### config.mk
export PLATFORM = sky130hd
export DESIGN_NAME = sseg_writeback_display
export DESIGN_NICKNAME = d
export VERILOG_FILES = /design/src/rtl/sseg_pkg.sv /design/src/rtl/wb_fifo.sv /design/src/rtl/sseg_writeback_display.sv
export SDC_FILE = /design/constraint.sdc
export NUM_CORES = 1
export LEC_CHECK = 0
export ABC_AREA = 0
export BUFFER_PORTS_ARGS = -buffer_cell sky130_fd_sc_hd__buf_2
export CORE_MARGIN = 2
export CORE_UTILIZATION = 36
export CTS_CLUSTER_SIZE = 14
export DETAILED_ROUTE_END_ITERATION = 8
export HOLD_SLACK_MARGIN = 0.06
export PLACE_DENSITY_LB_ADDON = 0.08
export REMOVE_ABC_BUFFERS = 1
export SYNTH_ARGS = -nofsm -noshare
export SYNTH_HDL_FRONTEND = slang
export SYNTH_SLANG_ARGS = --single-unit
### constraint.sdc
create_clock -name clk -period 11.5 [get_ports clk]
set_clock_uncertainty 0.2 [all_clocks]
set_input_delay 1.725 -clock clk [delete_from_list [all_inputs] [get_ports clk]]
set_output_delay 1.725 -clock clk [all_outputs]
set_load 0.01 [all_outputs]
### src/rtl/sseg_pkg.sv
// rtl/sseg_pkg.sv - shared glyph table, FSM state type and blank constant for the writeback display
package sseg_pkg;

    localparam logic [7:0] SEG_BLANK = 8'hFF;

    // Active-low g..a patterns, entry 15 first so HEX_GLYPH[n] is the glyph for n
    localparam logic [15:0][6:0] HEX_GLYPH = {
        7'h0E, 7'h06, 7'h21, 7'h46, 7'h03, 7'h08, 7'h10, 7'h00,
        7'h78, 7'h02, 7'h12, 7'h19, 7'h30, 7'h24, 7'h79, 7'h40
    };

    typedef enum logic [1:0] {
        IDLE = 2'd0,
        LOAD = 2'd1,
        HOLD = 2'd2
    } state_t;

    function automatic logic [6:0] hexseg(input logic [3:0] n);
        return HEX_GLYPH[n];
    endfunction

endpackage

### src/rtl/wb_fifo.sv
// rtl/wb_fifo.sv - power-of-two synchronous FIFO buffering writeback words
module wb_fifo #(
    parameter int WIDTH = 32,
    parameter int DEPTH = 16
) (
    input  logic                     clk,
    input  logic                     rst,
    input  logic                     push,
    input  logic                     pop,
    input  logic [WIDTH-1:0]         wdata,
    output logic [WIDTH-1:0]         rdata,
    output logic                     full,
    output logic                     empty,
    output logic [$clog2(DEPTH):0]   count
);

    localparam int AW = $clog2(DEPTH);
    localparam int CW = AW + 1;

    logic [WIDTH-1:0] mem [DEPTH];
    logic [AW-1:0]    wr_ptr;
    logic [AW-1:0]    rd_ptr;
    logic             do_push;
    logic             do_pop;

    assign full    = (count == CW'(DEPTH));
    assign empty   = (count == '0);
    assign do_push = push && !full;
    assign do_pop  = pop && !empty;
    assign rdata   = mem[rd_ptr];

    always_ff @(posedge clk or posedge rst) begin
        if (rst) begin
            wr_ptr <= '0;
            rd_ptr <= '0;
            count  <= '0;
        end else begin
            if (do_push) wr_ptr <= wr_ptr + 1'b1;
            if (do_pop)  rd_ptr <= rd_ptr + 1'b1;
            case ({do_push, do_pop})
                2'b10:   count <= count + 1'b1;
                2'b01:   count <= count - 1'b1;
                default: count <= count;
            endcase
        end
    end

    // Storage needs no reset: the pointers alone define what is valid
    always_ff @(posedge clk) begin
        if (do_push) mem[wr_ptr] <= wdata;
    end

endmodule

### src/rtl/sseg_writeback_display.sv
// rtl/sseg_writeback_display.sv - buffered writeback word shown on a scanned seven-segment display
// Optional leading-zero blanking: define SSEG_BLANK_LEAD_EN.
module sseg_writeback_display
    import sseg_pkg::*;
#(
    parameter int DATA_W      = 32,
    parameter int NUM_DIGITS  = 8,
    parameter int FIFO_DEPTH  = 16,
    parameter int SCAN_DIV    = 1000,
    parameter int HOLD_CYCLES = 50_000_000
) (
    input  logic                          clk,
    input  logic                          rst,
    input  logic                          in_valid,
    input  logic [DATA_W-1:0]             in_data,
    output logic                          in_ready,
    output logic [$clog2(FIFO_DEPTH):0]   occupancy,
    output logic                          overflow,
    output logic [NUM_DIGITS-1:0]         sseg_an,
    output logic [7:0]                    sseg_ca
);

    localparam int SCAN_W = $clog2(SCAN_DIV + 1);
    localparam int HOLD_W = $clog2(HOLD_CYCLES + 1);
    localparam int DIG_W  = (NUM_DIGITS > 1) ? $clog2(NUM_DIGITS) : 1;

    logic                  full;
    logic                  empty;
    logic                  push;
    logic                  pop;
    logic [DATA_W-1:0]     head;
    state_t                state;
    logic [SCAN_W-1:0]     scan_cnt;
    logic [DIG_W-1:0]      digit_idx;
    logic [HOLD_W-1:0]     hold_cnt;
    logic [DATA_W-1:0]     disp_word;
    logic                  blank;
    logic                  lead_blank;
    logic [3:0]            nibble;
    logic [NUM_DIGITS-1:0] an_next;

    assign in_ready = !full;
    assign push     = in_valid && !full;
    assign pop      = (state == LOAD);

    wb_fifo #(
        .WIDTH (DATA_W),
        .DEPTH (FIFO_DEPTH)
    ) u_fifo (
        .clk   (clk),
        .rst   (rst),
        .push  (push),
        .pop   (pop),
        .wdata (in_data),
        .rdata (head),
        .full  (full),
        .empty (empty),
        .count (occupancy)
    );

    always_ff @(posedge clk or posedge rst) begin
        if (rst) begin
            overflow <= 1'b0;
        end else if (in_valid && full) begin
            overflow <= 1'b1;
        end
    end

    always_ff @(posedge clk or posedge rst) begin
        if (rst) begin
            state     <= IDLE;
            hold_cnt  <= '0;
            disp_word <= '0;
            blank     <= 1'b1;
        end else begin
            case (state)
                IDLE: begin
                    if (!empty) state <= LOAD;
                end
                LOAD: begin
                    disp_word <= head;
                    blank     <= 1'b0;
                    hold_cnt  <= HOLD_W'(HOLD_CYCLES - 1);
                    state     <= HOLD;
                end
                HOLD: begin
                    if (hold_cnt == '0) begin
                        state <= empty ? IDLE : LOAD;
                    end else begin
                        hold_cnt <= hold_cnt - 1'b1;
                    end
                end
                default: state <= IDLE;
            endcase
        end
    end

    always_ff @(posedge clk or posedge rst) begin
        if (rst) begin
            scan_cnt  <= '0;
            digit_idx <= '0;
        end else if (scan_cnt == SCAN_W'(SCAN_DIV - 1)) begin
            scan_cnt  <= '0;
            digit_idx <= (digit_idx == DIG_W'(NUM_DIGITS - 1)) ? '0 : digit_idx + 1'b1;
        end else begin
            scan_cnt <= scan_cnt + 1'b1;
        end
    end

    assign nibble = disp_word[4*digit_idx +: 4];

`ifdef SSEG_BLANK_LEAD_EN
    // Highest nonzero nibble; digit 0 is never blanked, so a zero word still shows "0"
    logic [DIG_W-1:0] msd;

    always_comb begin
        msd = '0;
        for (int i = 1; i < NUM_DIGITS; i++) begin
            if (disp_word[4*i +: 4] != 4'h0) msd = DIG_W'(i);
        end
    end

    assign lead_blank = (digit_idx > msd);
`else
    assign lead_blank = 1'b0;
`endif

    always_comb begin
        an_next            = '1;
        an_next[digit_idx] = 1'b0;
    end

    always_ff @(posedge clk or posedge rst) begin
        if (rst) begin
            sseg_an <= '1;
            sseg_ca <= SEG_BLANK;
        end else begin
            sseg_an <= an_next;
            sseg_ca <= (blank || lead_blank) ? SEG_BLANK : {1'b1, hexseg(nibble)};
        end
    end

endmodule

Word-level counts from Yosys, hierarchy flattened
Memory sizes are Yosys's and may differ from the RTL's. A register that Yosys moved wholly into a read port is not among the register bits.
Cells that the tools add are included.
{ "op_classes": {"addsub": 7, "mul": 0, "div_mod_pow": 0, "order_cmp": 3, "n_eq_ne": 10, "shift": 1, "mux": 15, "bitwise": 1, "n_reduce_logical": 14} }
{ "op_table": {"columns": ["operator", "count"], "rows": [
  ["$pmux 26 s2", 1],
  ["$shiftx 32x6->4", 1],
  ["$logic_not 26->1", 1],
  ["$mux 26", 1],
  ["$sub 26x1->26 const B", 1],
  ["$mux 7", 2],
  ["$add 10x1->10 const B", 1],
  ["$eq 10x10->1 const B", 1],
  ["$mux 10", 1],
  ["$pmux 5 s2", 1],
  ["$add 4x1->4 const B", 2],
  ["$not 8->8", 1],
  ["$ne 2x2->1 const B", 3],
  ["$pmux 2 s3", 1],
  ["$add 5x1->5 const B", 1],
  ["$eq 5x5->1 const B", 1],
  ["$logic_and 1x1->1", 5],
  ["$logic_not 5->1", 1],
  ["$lt 4x5->1 const B", 1],
  ["$sub 5x1->5 const B", 1],
  ["$eq 2x1->1 const B", 2],
  ["$eq 2x2->1 const B", 2],
  ["$lt 3x4->1 const B", 1],
  ["$mux 1", 4],
  ["10 further kinds", 14]
]} }
{ "word_totals": {"regBits": 72, "latchBits": 0, "mem_bits_rw": 512, "mem_bits_ro": 112, "in_bits": 35, "output_inout_bits": 23, "word_cells": 64, "n_memories": 2} }
{ "memory_table": {"columns": ["name", "words", "width", "rd", "rd_clocked_by_memory_dff", "write_ports", "line", "rtl"], "rows": [
  ["u_fifo.mem", 16, 32, 1, 1, 1, "wb_fifo.sv:20", "logic [WIDTH-1:0] mem [DEPTH];"],
  ["(no name shown)", 16, 7, 1, 0, 0, "sseg_pkg.sv:19", "return HEX_GLYPH[n];"]
]} }

Depth between registers and ports, before layout
Gate-level depths: netlist of the first run.
{ "depth": {"word_depth": 6, "depth_mapped": 15, "mapped_depth_nobuf": 12} }

By module
From an unflattened synthesis of the first run, not the netlist that was laid out.
{ "unflattened": {"hier_cells": 1497, "area_unflattened_um2": 24946.4} }
{ "by_module_without_submodules": {"columns": ["mod", "instances", "cells_per_inst", "area_each_um2", "seq_area_each_um2"], "rows": [
  ["wb_fifo", 1, 1013, 20422.1, 15700.1],
  ["sseg_writeback_display", 1, 484, 4524.3, 2272.2]
]} }

Least setup slack after synthesis of the first run
OpenSTA, ideal clock, no wires.
{ "synth_path": {"kind": "in2reg", "from": "input in_valid", "to": "memory u_fifo.mem[3][0] (enable)", "setup_time_ps": 461, "arrival_time_ps": 4474, "required_ps": 10839, "slack_ps": 6366, "stages": 4, "path_buffers": 1, "path_cell_list": "and2_1 > clkbuf_1 > nand2_1 > nor3_1"} }
{ "synth_via": {"elab_chain_len": 4} }
{ "synth_lines": {"columns": ["item", "line", "rtl"], "rows": [
  ["start, declared", "sseg_writeback_display.sv:14", "input logic in_valid,"],
  ["$logic_and 1x1->1", "sseg_writeback_display.sv:43", "assign push = in_valid && !full;"],
  ["$logic_and 1x1->1", "wb_fifo.sv:28", "assign do_push = push && !full;"],
  ["$mux 1", "wb_fifo.sv:50", "if (do_push) mem[wr_ptr] <= wdata;"],
  ["$mux 1 (not written as such)", "wb_fifo.sv:50", null],
  ["end, declared", "wb_fifo.sv:20", null]
]} }
Every way passes these cells.

Worst setup path in the final report of the first run
{ "layout_path": {"from": "register state[1]", "to": "register u_fifo.count[4]"} }
{ "layout_via": {"elab_chain_len": 4, "word_cells_on_any_way": 6, "classes_between": "3 x eq/ne; 1 x mux; 2 x reduce/logical"} }
{ "layout_lines": {"columns": ["item", "line", "rtl"], "rows": [
  ["start, declared", "sseg_writeback_display.sv:32", "state_t state;"],
  ["start signal, assigned", "sseg_writeback_display.sv:88", "state <= empty ? IDLE : LOAD;"],
  ["$eq 2x1->1 (*)", "sseg_writeback_display.sv:44", "assign pop = (state == LOAD);"],
  ["$logic_and 1x1->1 (*)", "wb_fifo.sv:29", "assign do_pop = pop && !empty;"],
  ["via u_fifo.do_pop", "wb_fifo.sv:24", "logic do_pop;"],
  ["$eq 2x1->1 / $eq 2x2->1 (equally long branches)", "wb_fifo.sv:40", "case ({do_push, do_pop})"],
  ["$pmux 5 s2 / $reduce_bool 2->1 (equally long branches)", null, null],
  ["end signal, assigned", "wb_fifo.sv:41", "2'b10: count <= count + 1'b1;"],
  ["end signal, assigned", "wb_fifo.sv:42", "2'b01: count <= count - 1'b1;"],
  ["end signal, assigned", "wb_fifo.sv:43", "default: count <= count;"],
  ["end, declared", "wb_fifo.sv:14", "output logic [$clog2(DEPTH):0] count"]
]} }
Mark *: on every way through the listed nets, which the timed path passes. The rest lies on a longest branch.
A chain may end at the register's enable or synchronous reset.

==> run metrics, run 1 <==
status complete, no violations; sw power 2127 µW; top_reg_cell synth edfxtp_1; dpl hpwl 37.37 mm; Avg Synthesized Cell Area approximately 19 µm²; Final Critical Period roughly 4100 ps; Post-synth EDFFs around 510; RSZ-0062 raised after global routing false; post-route antenna net violation count 0; Max Buffers Root-to-Sink 3; Critical Path Start Type register; layout cells sized above 1 between 20% and 30%; DR pass1 iterations 5; Tcrit/Tclk final ~36%; ys async rst share 16.75%; Avg WL per Cell about 27 µm; PostCTS Resize Cnt 0; fin cells 2303; postcts setup bufs 0; Fillers around 6000; maximum number of pins on one net before global-route repair 92; slack of the worst reg-to-reg path about 7400 ps; First DRT Iteration DRCs around 1200; CTS Sinks 615; CTS tree done; Crit path largest cell delay about 620 ps; most common cell after layout, fill and taps aside edfxtp_1; global placer's final weighted congestion roughly 0.78; I/O Buffers 56; post-synth top area share a little over three fifths; CP max FO 72; slowest CP cell dfrtp_1; CTS root buf clkbuf_16; Critical Path RT 11780 ps; Peak supply drop 0.1314 mV; DP Worst Slack between 7000 and 8000 ps; MaxCap Viol Count 0; Final Hold Viols 0; Slew @ Worst Pin ~1200 ps; hold_buf cts 0; vias in the first global route 12810; Die Wd 265.4 µm; die area a little over 0.07 mm²; Mapped Area 0.02460 mm²; power per cell area about 250 mW/mm²; Fmax achieved roughly 0.24 GHz; CP Class register to register; FF+latch count, synth 615; area grow syn2layout 14.60%; # DRC 0; HP Class register to register; H-tree depth 3; gr usage total around 18%; Clock Latency Late Sink about 600 ps; WP data arrival around 4400 ps; Slew Viols, Final 0; leading area contributor after synthesis edfxtp_1; Rel. slew slack 20.59%; crit path cell chain inv_1, nand2_4, nor2_1, ha_1, xor2_1, ha_1, nor2b_1, o21ai_0, a31oi_1, nor2_1, xor2_1; internal power between 4000 and 5000 µW; final global-route overflow total 0; switch share 30.75%; Worst Hold Margin about 260 ps; Vias per Instance 5.348; WL final roughly 61 mm; most frequent cells in the layout edfxtp_1 (512), mux4_2 (132), dfrtp_1 (83); first-pass GRT wire length around 90 mm; placed cell count 2174; Clock power frac 30.9%; IO Pins between 50 and 60; core area between 0.06 and 0.07 mm²; post-synth cell types 65; Crit. End Element register; nets@finish approximately 1400; cells after synthesis roughly 1300; final setup violation count 0; sequential share of the synthesized area 73.05%; initial antenna violation count 2; CTS Buf Count just over 70; Site Rows 95; Reg clk slew, reported paths 50 ps; Initial Util a little over a third; Util after Layout between 40% and 50%; Ys Warns 0; Pleak between 0.009 and 0.01 µW; Die Y about 270 µm; via count about 12000; Gate power share between 20% and 30%; main area contributors after synthesis edfxtp_1 (62%), mux4_2 (12%), dfrtp_1 (8.8%); setup ws final approximately 7400 ps; final setup TNS 0 ps; register share of total power around 43%
-- cell type report --
type | instances | area, µm² | area share (%)
sequential | 615 | 17980 | 63.79
antenna | 2 | 5.005 | 0.01775
multi-input combinational | 591 | 6397 | 22.69
clock buffer | 98 | 1993 | 7.069
clock inverter | 29 | 193.9 | 0.6879
timing repair buffer | 79 | 465.4 | 1.651
tap | 873 | 1092 | 3.874
inverter | 16 | 62.56 | 0.2219
-- per-layer routing --
layer | track usage [%] | wire length, µm | vias up
met5 | 0 | 0 | -
met4 | 5.833 | 1841 | 0
met3 | 3.027 | 2113 | 103
met2 | 28.99 | 29560 | 268
met1 | 24.78 | 27830 | 6491
li1 | - | - | 5455
-- metrics by stage --
step | total power (µW) | cell area [µm²]
finish | 6916 | 28190
global route | 7255 | 28190
CTS | 7039 | 28190
detailed placement | 4889 | 26000
global placement | 4890 | 26000
floorplan | 4296 | 24310
-- worst max-delay path: cells and delay by family (launching register included) --
family,cells,cell delay (ps)
xor+xnor,2,320
buf+inv,1,530
flops,1,620
fa+ha+maj,2,630
compound gates,2,250
simple gates,4,1390
-- synth_stat cells (5+ instances only) --
cell      instances
a21oi_1          11
a221o_1          34
a31oi_1           7
and2_1            6
and3_1            5
buf_1            10
buf_2             8
clkbuf_1         55
dfrtp_1          87
dfstp_2          16
edfxtp_1        512
ha_1             19
inv_1            16
mux2_2           39
mux2i_1          39
mux4_2          132
nand2_1          44
nand2b_1          9
nand3_1          19
nand4_1           8
nor2_1           44
nor2b_1           6
nor3_1           46
nor4_1            6
o21ai_0          24
or3_1             9
xnor2_1           9
xor2_1           11
-- registers in the layout (all words and copies together) (netlist names) --
register,count
u_fifo.mem,512
disp_word,32
hold_cnt,26
scan_cnt,10
sseg_an,8
sseg_ca,7
u_fifo.count,5
u_fifo.rd_ptr,4
u_fifo.wr_ptr,4
digit_idx,3
state,2
blank,1
overflow,1
-- worst paths after layout --
| check | from | end | cells past startpoint |
|---|---|---|---|
| max in group asynchronous | rst | u_fifo.rd_ptr[3] | 3 |
| min in group asynchronous | rst | u_fifo.wr_ptr[3] | 2 |
| hold / removal | overflow | overflow | 1 |
| hold reg to reg | overflow | overflow | 1 |
| setup / recovery | state[1] | u_fifo.count[4] | 11 |
| setup reg to reg | state[1] | u_fifo.count[4] | 11 |
-- power groups by stage --
stage,Clock [µW],Sequential (µW),Combinational [µW]
final,2140,2940,1840
after global routing,2280,2980,1990
after CTS,2190,2950,1900
after detailed placement,0,2990,1900
after global placement,0,2990,1900
after floorplan,0,3070,1230
-- cell families after synthesis --
group / share of synthesized area [%]
AOI/OAI and AO/OA: 3.957
xor gates and xnor gates: 0.7120
adders and majority gates: 0.9662
buffers and inverters: 1.429
DFF: 73.05
muxes: 15.45
other: 0.01524
and+or+nand+nor: 4.419
Power figures use the tool's default switching activity.
==> inputs of run 2 (changes only) <==
--- a/config.mk
+++ b/config.mk
@@ -5,7 +5,7 @@
 export SDC_FILE = /design/constraint.sdc
 export NUM_CORES = 1
 export LEC_CHECK = 0
-export ABC_AREA = 0
+export ABC_AREA = 1
 export BUFFER_PORTS_ARGS = -buffer_cell sky130_fd_sc_hd__buf_2
 export CORE_MARGIN = 2
 export CORE_UTILIZATION = 36
==> constraint.sdc (replaced) <==
create_clock -name clk -period 4.1 [get_ports clk]
set_clock_uncertainty 0.2 [all_clocks]
set_input_delay 0.615 -clock clk [delete_from_list [all_inputs] [get_ports clk]]
set_output_delay 0.615 -clock clk [all_outputs]
set_load 0.01 [all_outputs]
==> run 2 against run 1 <==
  * Synthesized cell count up 76%
  * Flip-flop and latch count did not move
  * Final area increased by 4.8%
  * Register-to-register slack lost 6400 ps
  * Maximum frequency is 35% higher
  * Global-route usage is 1.6 points higher
  * Worst setup slack worse by 6400 ps
  * Synthesized area is 4.6% higher
  * Routed wire length up 17%
  * Clock-buffer cell count down 2
  * Via count increased by 37%
==> run metrics, run 2 <==
register area 0.01798 mm² (about the same); RSZ-0062 raised after global routing false; top_reg_cell synth edfxtp_1; CTS root buf clkbuf_16; FF+latch count, synth 615 (unchanged); PostCTS Resize Cnt 0 (unchanged); largest register by flop count u_fifo.mem; cells after synthesis 2283 (+76%); MaxCap Viol Count 0 (unchanged); CTS tree done; vias in the first global route 16940 (+32%); count leader, synth nand2_1; most common cell after layout, fill and taps aside nand2_1; power per cell area 715.0 mW/mm² (+190%); multi-input logic area 0.007072 mm² (+11%); post-synth cell types 44 (-32%); Tcrit/Tclk final 74.00% (+38 points); gr usage total 19.51% (+1.6 points); Final Critical Period 3034 ps (-1050 ps); FF-to-FF Start u_fifo.count[2]; CTS Sinks 615 (unchanged); postcts setup bufs 0 (unchanged); slowest CP cell nor2_4; post-route antenna net violation count 0 (unchanged); global placer's final weighted congestion 0.7868 (+1.0%); final setup violation count 0 (unchanged); WL final 71.66 mm (+17%); Crit. End Element register; ys async rst share 16.75% (unchanged); HP Class input port to register; top flop regs u_fifo.mem x512, disp_word x32, hold_cnt x26; IO Pins 58 (unchanged); via count 16860 (+37%); Critical Path RT 4210 ps (-7570 ps); First DRT Iteration DRCs 1272 (+7.3%); crit path cell chain nor2_1, nand2_1, nor2_1, inv_1, nand2_1, inv_1, nand2_1, nor2_4, buf_12; dpl hpwl 43.21 mm (+16%); Pleak 0.01092 µW (+18%); dpl cell area 0.02735 mm² (+5.2%); Worst Hold Margin 215.4 ps (-42.47 ps); CP max FO 19 (-74%); CP dominant cell by count nand2_1; layout cells sized above 1 12.43% (-15 points); Fmax achieved 0.3296 GHz (+35%); post-synth top area share 59.73% (-2.8 points); Final Hold Viols 0 (unchanged); area grow syn2layout 14.85%; CTS Buf Count 72 (unchanged); die area 0.07365 mm² (+4.5%); final global-route overflow total 0 (unchanged); max reg flops 512 (unchanged); Worst Hold Path EP u_fifo.mem[5][0]; Avg Synthesized Cell Area 11.27 µm² (-41%); # DRC 0 (unchanged); Vias per Instance 5.034 (-5.9%); Avg WL per Cell 21.40 µm (-20%); I/O Buffers 56 (unchanged); first-pass GRT wire length 108.0 mm (+19%); Tot Pwr 21130 µW (+210%); main area contributors after synthesis edfxtp_1 (60%), nand2_1 (9.1%), dfrtp_1 (8.5%); Hold Path Stages 1 (unchanged); Reg clk slew, reported paths 60 ps (about the same); initial antenna violation count 2 (unchanged); leading area contributor after synthesis edfxtp_1; capture point of the worst reg-to-reg path u_fifo.mem[1][19]; Die Wd 271.4 µm (+2.2%); DR pass1 iterations 5 (unchanged); DP Worst Slack 1020 ps (-6061 ps); H-tree depth 3 (unchanged); setup ws final 1066 ps (-6350 ps); maximum number of pins on one net before global-route repair 134 (+46%); Critical Path Start Type register; WP data arrival 3150 ps (-1210 ps); sequential share of the synthesized area 69.83% (-3.2 points); nets@finish 2401 (+68%); Slew Viols, Final 0 (unchanged); fin area 0.02956 mm² (+4.8%); Slew @ Worst Pin 1102 ps (-86.43 ps); Max Buffers Root-to-Sink 3 (unchanged); status complete, no violations; Rel. slew slack 26.46% (+5.9 points); Initial Util 36.19% (-0.32 points); CP Class register to register; Mapped Area 0.02574 mm² (+4.6%); Die Y 271.4 µm (+2.2%); Hold Crit Start in_data[0]; commonest cells in the netlist nand2_1 (624), edfxtp_1 (512), nor2_1 (218); slack of the worst reg-to-reg path 1070 ps (-6350 ps); Crit path largest cell delay 690 ps (+70 ps); Peak supply drop 0.5167 mV (+290%); Clock Latency Late Sink 610 ps (about the same); Site Rows 98 (+3.2%); most frequent cells in the layout nand2_1 (622), edfxtp_1 (512), nor2_1 (204); core area 0.07112 mm² (+5.5%); R2R depth 9 (-2); Ys Warns 0 (unchanged); Fillers 6818 (+15%); Post-synth EDFFs 512 (unchanged)
-- run 2: area by class of cell --
type / instances / area share (%)
Inverter: 74 / 0.9651
Clock inverter: 28 / 0.7153
Sequential cell: 615 / 60.83
Antenna cell: 1 / 0.008466
Clock buffer: 96 / 6.684
Multi-Input combinational cell: 1477 / 23.92
Timing Repair Buffer: 107 / 2.853
Tap cell: 950 / 4.021
-- run 2: cell families (layout without fill, tap and decap cells) --
family | Yosys count | count (layout) | share of synthesized area, %
XOR/XNOR | 17 | 17 | 0.5785
other | 1 | 2 | 0.01457
adder cells (fa/ha/maj) | 19 | 19 | 0.9236
AO/OA/AOI/OAI | 392 | 392 | 8.789
buffers and inverters | 191 | 305 | 3.184
flip-flops | 615 | 615 | 69.83
AND/OR/NAND/NOR | 1048 | 1048 | 16.68
-- run 2: timing repair --
action	in CTS	in global routing
hold buffers	2	0
endpoints found under the hold margin	38	0
setup endpoints to repair	0	0
-- run 2: how the worst max path moves through the flow --
| stage | start | end | depth (start not counted) |
|---|---|---|---|
| 2_1_floorplan | u_fifo.rd_ptr[0] | disp_word[0] | 7 |
| 3_3_place_gp | in_valid | u_fifo.mem[1][18] | 6 |
| 3_5_place_dp | u_fifo.count[2] | u_fifo.mem[5][14] | 9 |
| 4_1_cts | u_fifo.count[2] | u_fifo.mem[5][1] | 9 |
| 5_1_grt | u_fifo.count[2] | u_fifo.mem[1][19] | 9 |
| 6_report | u_fifo.count[2] | u_fifo.mem[1][19] | 9 |
-- run 2: critical path, delay by kind of cell, from the launching register on --
family	cells	cell delay (ps)
AND/OR/NAND/NOR	6	1510
buffers and inverters	3	600
flip-flops	1	420
-- run 2: metal layers --
layer	vias to the layer above	GRT usage, %	routed length, µm
met4	0	6.087	2013
met1	8338	27.15	32980
met3	119	3.512	3382
met5	-	0	0
met2	363	31.08	33280
li1	8035	-	-
-- run 2: metrics by stage --
step	utilization [%]	cells	setup TNS (ps)
after floorplan	-	2166	-147860
after global placement	38.46	3221	0
after detailed placement	38.46	3221	0
after CTS	41.56	3347	0
after global routing	41.56	3348	0
final	41.56	3348	0
-- run 2: report_power, final --
group          switching, µW  internal, µW  leakage [µW]
sequential               395          7720       0.00585
combinational           5030          1940       0.00400
clock                   2500          3560       0.00107
total                   7920         13200        0.0109
